### config.mk
export PLATFORM = sky130hd
export DESIGN_NAME = prog_loader
export DESIGN_NICKNAME = d
export VERILOG_FILES = /design/src/rtl/prog_loader.sv
export SDC_FILE = /design/constraint.sdc
export NUM_CORES = 1
export LEC_CHECK = 0
export ABC_AREA = 1
export BUFFER_PORTS_ARGS = -buffer_cell sky130_fd_sc_hd__buf_2
export CORE_UTILIZATION = 23
export DETAILED_ROUTE_END_ITERATION = 10
export PLACE_DENSITY_LB_ADDON = 0.1
export SETUP_SLACK_MARGIN = 0.4
export SLEW_MARGIN = 20
export SYNTH_ARGS = -nofsm -noshare
export SYNTH_HDL_FRONTEND = slang
export SYNTH_SLANG_ARGS = --single-unit
### constraint.sdc
create_clock -name clk -period 1.7 [get_ports clk]
set_input_delay 0.34 -clock clk [delete_from_list [all_inputs] [get_ports clk]]
set_output_delay 0.34 -clock clk [all_outputs]
set_load 0.03 [all_outputs]
### src/rtl/prog_loader.sv
// prog_loader: host boot/program loader for the pipelined CPU.
// Decodes a byte stream (valid/ready) into command frames. Load frames are
// packed into 32-bit words and written through the CPU's external imem/dmem
// write ports. START/HALT commands drive the CPU enable input.
//
// Ports:
//   clk, arst_n            clock, asynchronous active-low reset
//   in_data/in_valid       stream byte and its valid strobe
//   in_ready               byte is accepted this cycle (low only while writing)
//   imem_addr/wen/wdata    instruction-memory write port (byte address)
//   dmem_addr/wen/wdata    data-memory write port (byte address)
//   cpu_enable             CPU run enable
//   busy                   a frame is in progress
//   error                  sticky illegal-command flag
module prog_loader #(
  parameter int unsigned DATA_W = 32,
  parameter int unsigned CNT_W  = 16
) (
  input  logic              clk,
  input  logic              arst_n,
  input  logic [7:0]        in_data,
  input  logic              in_valid,
  output logic              in_ready,
  output logic [31:0]       imem_addr,
  output logic              imem_wen,
  output logic [DATA_W-1:0] imem_wdata,
  output logic [31:0]       dmem_addr,
  output logic              dmem_wen,
  output logic [DATA_W-1:0] dmem_wdata,
  output logic              cpu_enable,
  output logic              busy,
  output logic              error
);

  localparam int unsigned BYTE_W   = 8;
  localparam int unsigned ADDR_W   = 32;
  localparam int unsigned IDX_W    = 2;
  localparam logic [IDX_W-1:0] LAST_IDX = IDX_W'(DATA_W / BYTE_W - 1);

  localparam logic [7:0] CMD_LOAD_IMEM = 8'h01;
  localparam logic [7:0] CMD_LOAD_DMEM = 8'h02;
  localparam logic [7:0] CMD_START     = 8'h03;
  localparam logic [7:0] CMD_HALT      = 8'h04;

  typedef enum logic [2:0] {
    S_IDLE,
    S_CNT_HI,
    S_CNT_LO,
    S_ADR_HI,
    S_ADR_LO,
    S_DATA,
    S_WRITE
  } state_e;

  state_e              state_q, state_d;
  logic                tgt_dmem_q, tgt_dmem_d;
  logic [CNT_W-1:0]    cnt_q, cnt_d;
  logic [CNT_W-1:0]    waddr_q, waddr_d;
  logic [DATA_W-1:0]   word_q, word_d;
  logic [IDX_W-1:0]    bidx_q, bidx_d;
  logic                cpu_en_q, cpu_en_d;
  logic                err_q, err_d;
  logic                in_ready_q, in_ready_d;
  logic                busy_q, busy_d;
  logic [ADDR_W-1:0]   imem_addr_q, imem_addr_d;
  logic                imem_wen_q, imem_wen_d;
  logic [DATA_W-1:0]   imem_wdata_q, imem_wdata_d;
  logic [ADDR_W-1:0]   dmem_addr_q, dmem_addr_d;
  logic                dmem_wen_q, dmem_wen_d;
  logic [DATA_W-1:0]   dmem_wdata_q, dmem_wdata_d;

  logic                accept_c;
  logic [DATA_W-1:0]   word_next_c;
  logic [ADDR_W-1:0]   byte_addr_c;

  // A byte moves only when both sides agree; in_ready_q already tracks state.
  assign accept_c    = in_valid && in_ready_q;
  assign word_next_c = {word_q[DATA_W-BYTE_W-1:0], in_data};
  assign byte_addr_c = ADDR_W'({waddr_q, 2'b00});

  // Next-state, datapath and registered-output logic.
  always_comb begin
    state_d      = state_q;
    tgt_dmem_d   = tgt_dmem_q;
    cnt_d        = cnt_q;
    waddr_d      = waddr_q;
    word_d       = word_q;
    bidx_d       = bidx_q;
    cpu_en_d     = cpu_en_q;
    err_d        = err_q;
    imem_addr_d  = imem_addr_q;
    imem_wdata_d = imem_wdata_q;
    dmem_addr_d  = dmem_addr_q;
    dmem_wdata_d = dmem_wdata_q;
    imem_wen_d   = 1'b0;
    dmem_wen_d   = 1'b0;

    unique case (state_q)
      S_IDLE: begin
        if (accept_c) begin
          unique case (in_data)
            CMD_LOAD_IMEM, CMD_LOAD_DMEM: begin
              tgt_dmem_d = (in_data == CMD_LOAD_DMEM);
              cpu_en_d   = 1'b0;
              state_d    = S_CNT_HI;
            end
            CMD_START: cpu_en_d = 1'b1;
            CMD_HALT:  cpu_en_d = 1'b0;
            default:   err_d    = 1'b1;
          endcase
        end
      end

      // Count and address arrive MSB first; shifting twice fills the field.
      S_CNT_HI: begin
        if (accept_c) begin
          cnt_d   = CNT_W'({cnt_q, in_data});
          state_d = S_CNT_LO;
        end
      end

      S_CNT_LO: begin
        if (accept_c) begin
          cnt_d   = CNT_W'({cnt_q, in_data});
          state_d = S_ADR_HI;
        end
      end

      S_ADR_HI: begin
        if (accept_c) begin
          waddr_d = CNT_W'({waddr_q, in_data});
          state_d = S_ADR_LO;
        end
      end

      // A zero-length frame ends here without touching memory.
      S_ADR_LO: begin
        if (accept_c) begin
          waddr_d = CNT_W'({waddr_q, in_data});
          bidx_d  = '0;
          state_d = (cnt_q == '0) ? S_IDLE : S_DATA;
        end
      end

      // Final byte of a word loads the selected port's registers so the
      // write strobe appears in the very next cycle.
      S_DATA: begin
        if (accept_c) begin
          word_d = word_next_c;
          bidx_d = bidx_q + IDX_W'(1);
          if (bidx_q == LAST_IDX) begin
            state_d = S_WRITE;
            if (tgt_dmem_q) begin
              dmem_wen_d   = 1'b1;
              dmem_addr_d  = byte_addr_c;
              dmem_wdata_d = word_next_c;
            end else begin
              imem_wen_d   = 1'b1;
              imem_addr_d  = byte_addr_c;
              imem_wdata_d = word_next_c;
            end
          end
        end
      end

      // Single write cycle; word address wraps naturally at the field width.
      S_WRITE: begin
        waddr_d = waddr_q + CNT_W'(1);
        cnt_d   = cnt_q - CNT_W'(1);
        bidx_d  = '0;
        state_d = (cnt_q == CNT_W'(1)) ? S_IDLE : S_DATA;
      end

      default: state_d = S_IDLE;
    endcase

    in_ready_d = (state_d != S_WRITE);
    busy_d     = (state_d != S_IDLE);
  end

  // State and output registers.
  always_ff @(posedge clk or negedge arst_n) begin
    if (!arst_n) begin
      state_q      <= S_IDLE;
      tgt_dmem_q   <= 1'b0;
      cnt_q        <= '0;
      waddr_q      <= '0;
      word_q       <= '0;
      bidx_q       <= '0;
      cpu_en_q     <= 1'b0;
      err_q        <= 1'b0;
      in_ready_q   <= 1'b1;
      busy_q       <= 1'b0;
      imem_addr_q  <= '0;
      imem_wen_q   <= 1'b0;
      imem_wdata_q <= '0;
      dmem_addr_q  <= '0;
      dmem_wen_q   <= 1'b0;
      dmem_wdata_q <= '0;
    end else begin
      state_q      <= state_d;
      tgt_dmem_q   <= tgt_dmem_d;
      cnt_q        <= cnt_d;
      waddr_q      <= waddr_d;
      word_q       <= word_d;
      bidx_q       <= bidx_d;
      cpu_en_q     <= cpu_en_d;
      err_q        <= err_d;
      in_ready_q   <= in_ready_d;
      busy_q       <= busy_d;
      imem_addr_q  <= imem_addr_d;
      imem_wen_q   <= imem_wen_d;
      imem_wdata_q <= imem_wdata_d;
      dmem_addr_q  <= dmem_addr_d;
      dmem_wen_q   <= dmem_wen_d;
      dmem_wdata_q <= dmem_wdata_d;
    end
  end

  assign in_ready   = in_ready_q;
  assign imem_addr  = imem_addr_q;
  assign imem_wen   = imem_wen_q;
  assign imem_wdata = imem_wdata_q;
  assign dmem_addr  = dmem_addr_q;
  assign dmem_wen   = dmem_wen_q;
  assign dmem_wdata = dmem_wdata_q;
  assign cpu_enable = cpu_en_q;
  assign busy       = busy_q;
  assign error      = err_q;

endmodule

After elaboration in Yosys (flattened, before gate mapping) --
Cells that the tools add are included.
Operators by class: add/subtract/negate cells 3, multiply operators 0, div/mod/pow operators 0, magnitude comparators 0, eq/ne operators 17, shift operators 0, mux-type cells 27, bitwise gates (word level) 2, reductions and logical operators 22
Operator list (count):
- one-hot mux 16 bit (2 select lines) | 2
- two-way mux 16 bit | 2
- two-way mux 3 bit | 10
- one-hot mux 3 bit (7 select lines) | 1
- adder 16 x 1 -> 16 bit, second input constant | 1
- equality test 16 x 1 -> 1 bit, second input constant | 1
- equality test 8 x 2 -> 1 bit, second input constant | 2
- zero test 16 bit | 1
- subtractor 16 x 1 -> 16 bit, second input constant | 1
- AND reduction 3 bit | 4
- equality test 3 bit, second input constant | 3
- equality test 8 x 1 -> 1 bit, second input constant | 1
- equality test 8 x 3 -> 1 bit, second input constant | 1
- two-way mux 1 bit | 8
- AND reduction 4 bit | 2
- equality test 3 x 2 -> 1 bit, second input constant | 2
- one-hot mux 2 bit (3 select lines) | 1
- AND reduction 2 bit | 3
- nonzero test 2 bit | 3
- nonzero test 3 bit | 2
- OR reduction 2 bit | 3
- two-way mux 2 bit | 2
- != test 2 x 1 -> 1 bit, second input constant | 2
- != test 2 bit, second input constant | 2
- other kinds (10) | 11
Word-level totals: register bits 164, bits in latches 0, RAM bits 0, ROM bits 0, output and inout port bits 134, logic and storage cells 87, memories kept 0

Longest topological paths before layout --
word-level depth 6, gate-level depth with buffers 10, mapped depth without buffers 10

Worst setup path after synthesis --
OpenSTA, ideal clock, no wires.
kind reg2reg, start point register in_ready_q (netlist: in_ready), end point register dmem_wdata_q[10] (netlist: dmem_wdata[10]), arrival 1610 ps, slack -40 ps, cell stages (with the launch flop) 10, path through dfstp_2 -> nand2_1 -> inv_1 -> nand2_4 -> nor2_8 -> nand2_4 -> buf_6 -> buf_6 -> nand2_1 -> o21ai_1
Between the ends: word-level cells in the longest chain between the ends 2
Ends and longest elaborated chain:
- start: declaration | line 63 | logic in_ready_q, in_ready_d;
- start signal: assignment | line 209 | in_ready_q <= in_ready_d;
- logical AND 1 bit | line 77 | assign accept_c = in_valid && in_ready_q;
- AND reduction 4 bit (no source line)
- end signal: assignment | line 216 | dmem_wdata_q <= dmem_wdata_d;
- end: declaration | line 70 | logic [DATA_W-1:0] dmem_wdata_q, dmem_wdata_d;
Every way passes these cells. A chain may end at the register's enable or synchronous reset.

Worst setup path after layout --
start point register in_ready_q (netlist: in_ready), end point register dmem_wdata_q[23] (netlist: dmem_wdata[23])
Same word-level chain as after synthesis.

==> summary.md <==
| Metric | Value |
|---|---|
| Synth cell types | 32 |
| Crit path buf inv count | 2 |
| Largest net degree at the start of global routing | 55 |
| Mapped Avg Cell Area | 8.43 µm² |
| Die Span Y | 183 µm |
| First-pass GRT wire length | roughly 35000 µm |
| # Max-Cap Violations | 0 |
| Syn. warnings | 0 |
| Min-Delay Endpoint | waddr_q[5]$_DFFE_PN0P_ |
| Clock slew at reported path FFs | about 0.08 ns |
| Dpl hpwl | 15700 µm |
| Post-route ant nets | 0 |
| Placer Congestion | ~0.77 |
| Crit share post-route | a little over nine tenths |
| Num CTS Buffers | 17 |
| Worst path required time | 2.00 ns |
| Post-route insts no fill | between 1500 and 2000 |
| GRT Util Overall | 13.7% |
| Most frequent CP cell | nand2_4 |
| Reg2Reg Capture Point | dmem_wdata[23]$_DFFE_PN0P_ |
| Die Width | around 180 µm |
| Setup violations, final | 0 |
| Skew-Pair Late Insertion Delay | 0.43 ns |
| Drt pass-1 iters | 5 |
| Clock Skew | about 0.017 ns |
| CP endpoint kind | register |
| Worst VDD drop | 0.702 mV |
| Final-report hold violation count | 0 |
| CTS root buf | clkbuf_16 |
| Placement row count | 65 |
| Synth Register Bits | 164 |
| Leak pwr | about 5.6 nW |
| Top-area cell type share of the netlist area | 54.2% |
| Most frequent cells in the layout | nand2_1 (204), dfrtp_1 (159), buf_4 (95) |
| CTS tree | yes |
| Sink Count | ~160 |
| Slew Limit Fails | 0 |
| Hold_ws | 0.262 ns |
| Synth area leaders | dfrtp_1 (54%), nand2_1 (12%), o21ai_0 (6.8%) |
| Levels on crit path | 8 |
| Initial DRC Count | 355 |
| Routed WL | 25600 µm |
| RR Startpoint | in_ready$_DFF_PN1_ |
| # DRC | 0 |
| Initial core utilization | 23.6% |
| Post-DP Area | a little under 9000 µm² |
| Core area | 31900 µm² |
| Crit-path leading delay family | flip-flops |
| Peak Freq | 618 MHz |
| NumNets Final | 1152 |
| Ant. Diodes | 0 |
| Hold path startpoint | in_data[5] |
| Share of layout cells above drive strength 1 | 36.7% |
| Number of H-tree levels | 4 |
| Hold Path Depth | 3 |
| Startpoint Class | register |
| Vias per Instance | 4.18 |
| Worst reg2reg path depth | 8 |
| Port-buffer cells | 112 |
| Post-Synthesis Cell Area | 7520 µm² |
| Critical Path, Cell by Cell | nand2_4 > inv_6 > nand2_4 > nor2_8 > nand2_8 > clkbuf_16 > nand2_1 > o21ai_0 |
| Crit path time final | 1.62 ns |
| Status | completed |
| Worst hold-check path type | in -> reg |
| Vias after detailed routing | about 6600 |
| Commonest non-fill, non-tap cell in the layout | nand2_1 |
| Crit Path Max Fanout | 14 |
| Die Footprint | 33400 µm² |
| Routed len/inst | 16.1 µm |
| Critical Path Max Stage Delay | 0.56 ns |
| WP data arrival | approximately 1.9 ns |
| Final core utilization | 35.8% |
| RSZ-0062 raised after global routing | true |
| Initial antenna violation count | 0 |
| Synth area leader | dfrtp_1 |
| Sequential share of the synthesized area | around 55% |
| PwrDens | approximately 1400 nW/µm² |
| Worst reg2reg setup slack | approximately 0.081 ns |
| GRT overflow | 0 |
| Slowest stage cell, crit path | dfstp_2 |
| Placed cells | 1452 |
| Ports | 145 |
| Setup CP Type | reg -> reg |
| Synthesized instance count | 892 |
| Vias in the first global route | 6025 |
| Final instance area | 11400 µm² |
| Layout area overhead | 51.8% |
| CTS max path bufs | 2 |
[Yosys cell counts]
cell	n
ha_1	5
dfstp_2	1
o22ai_1	1
o31ai_1	1
inv_1	91
nor3_1	5
a21oi_2	1
dfrtp_1	163
nand4_1	13
xor2_1	4
a31oi_1	7
buf_2	13
o2111ai_1	1
clkbuf_1	11
o211ai_1	1
a31o_2	1
nor2_4	1
nand2_2	1
o21ai_4	1
o21ai_0	102
a21oi_1	17
buf_4	34
nand3_1	33
clkbuf_2	2
nor2_8	1
inv_2	2
nand2_1	241
nor2_1	62
conb_1	1
o21ai_1	64
nand2_4	3
buf_6	8
[cell families (layout without fill, tap and decap cells)]
group           Yosys count  count (layout)  share of synthesized area, %
other cells               1              32                        0.0499
fa+ha+maj                 5               5                         0.832
flops                   164             164                          54.6
compound gates          197             197                          13.6
simple gates            360             361                          19.7
xor+xnor                  4               4                         0.466
buf+inv                 161             386                          10.8
[state kept, by name (all words and copies together), names as in the netlist]
name and count:
bidx_q 2, busy 1, cnt_q 16, cpu_enable 1, dmem_addr 16, dmem_wdata 32
dmem_wen 1, error 1, imem_addr 16, imem_wdata 32, imem_wen 1, in_ready 1
state_q 3, tgt_dmem_q 1, waddr_q 16, word_q 24
[worst max path at each step]
stage,startpoint,end,slack (ns)
2_1_floorplan,in_ready$_DFF_PN1_,dmem_wdata[10]$_DFFE_PN0P_,0.10
3_3_place_gp,in_ready$_DFF_PN1_,cnt_q[2]$_DFFE_PN0P_,0.02
3_5_place_dp,in_ready$_DFF_PN1_,cnt_q[2]$_DFFE_PN0P_,-0.01
4_1_cts,in_ready$_DFF_PN1_,in_ready,0.11
5_1_grt,state_q[1]$_DFF_PN0_,dmem_wdata[31]$_DFFE_PN0P_,0.003
6_report,in_ready$_DFF_PN1_,dmem_wdata[23]$_DFFE_PN0P_,0.08
[power by group]
part           total, mW  leakage [nW]  switching (mW)  internal, mW
logic               6.03          3.17            3.56          2.47
registers           5.46          2.16           0.738          4.72
clock network       3.93         0.286            1.95          1.98
[what timing repair did]
| item | CTS | global route |
|---|---|---|
| buffers inserted | 19 | 61 |
| hold buffers | 1 | 0 |
| cloned | 4 | 15 |
| endpoints found under the setup margin | 264 | 265 |
| endpoints found under the hold margin | 18 | 0 |
| resized for setup | 60 | 346 |
| pin swaps | 5 | 27 |
[worst min-delay path: cells and delay by family]
family | cells | cell delay, ns
buf+inv | 1 | 0.13
simple gates | 1 | 0.10
compound gates | 1 | 0.08
[metal layers]
layer  part of all wire [%]  global-route usage (%)  vias to the layer above
met5                      0                       0                        -
met4                   0.84                    3.00                        0
met3                    2.6                    2.58                       17
met2                     44                    20.2                      121
met1                     52                    20.7                     3164
li1                       -                       -                     3324
[metrics by stage]
| stage | setup TNS (ns) | setup WS [ns] | power (mW) |
|---|---|---|---|
| floorplan | 0 | 0.104 | 8.09 |
| global placement | 0 | 0.0180 | 9.79 |
| detailed placement | -0.0147 | -0.0147 | 9.77 |
| CTS | 0 | 0.113 | 14.4 |
| global route | 0 | 0.00324 | 16.4 |
| finish | 0 | 0.0812 | 15.4 |
[area by class of cell]
type,instances,area (µm²)
fillers,3329,20500
flip-flops and latches,164,4110
multi-input cells,599,3220
repair buffers,261,2600
well taps,435,544
clock buffers,17,425
inverters,93,364
clock inverters,15,156
Power figures use the tool's default switching activity.
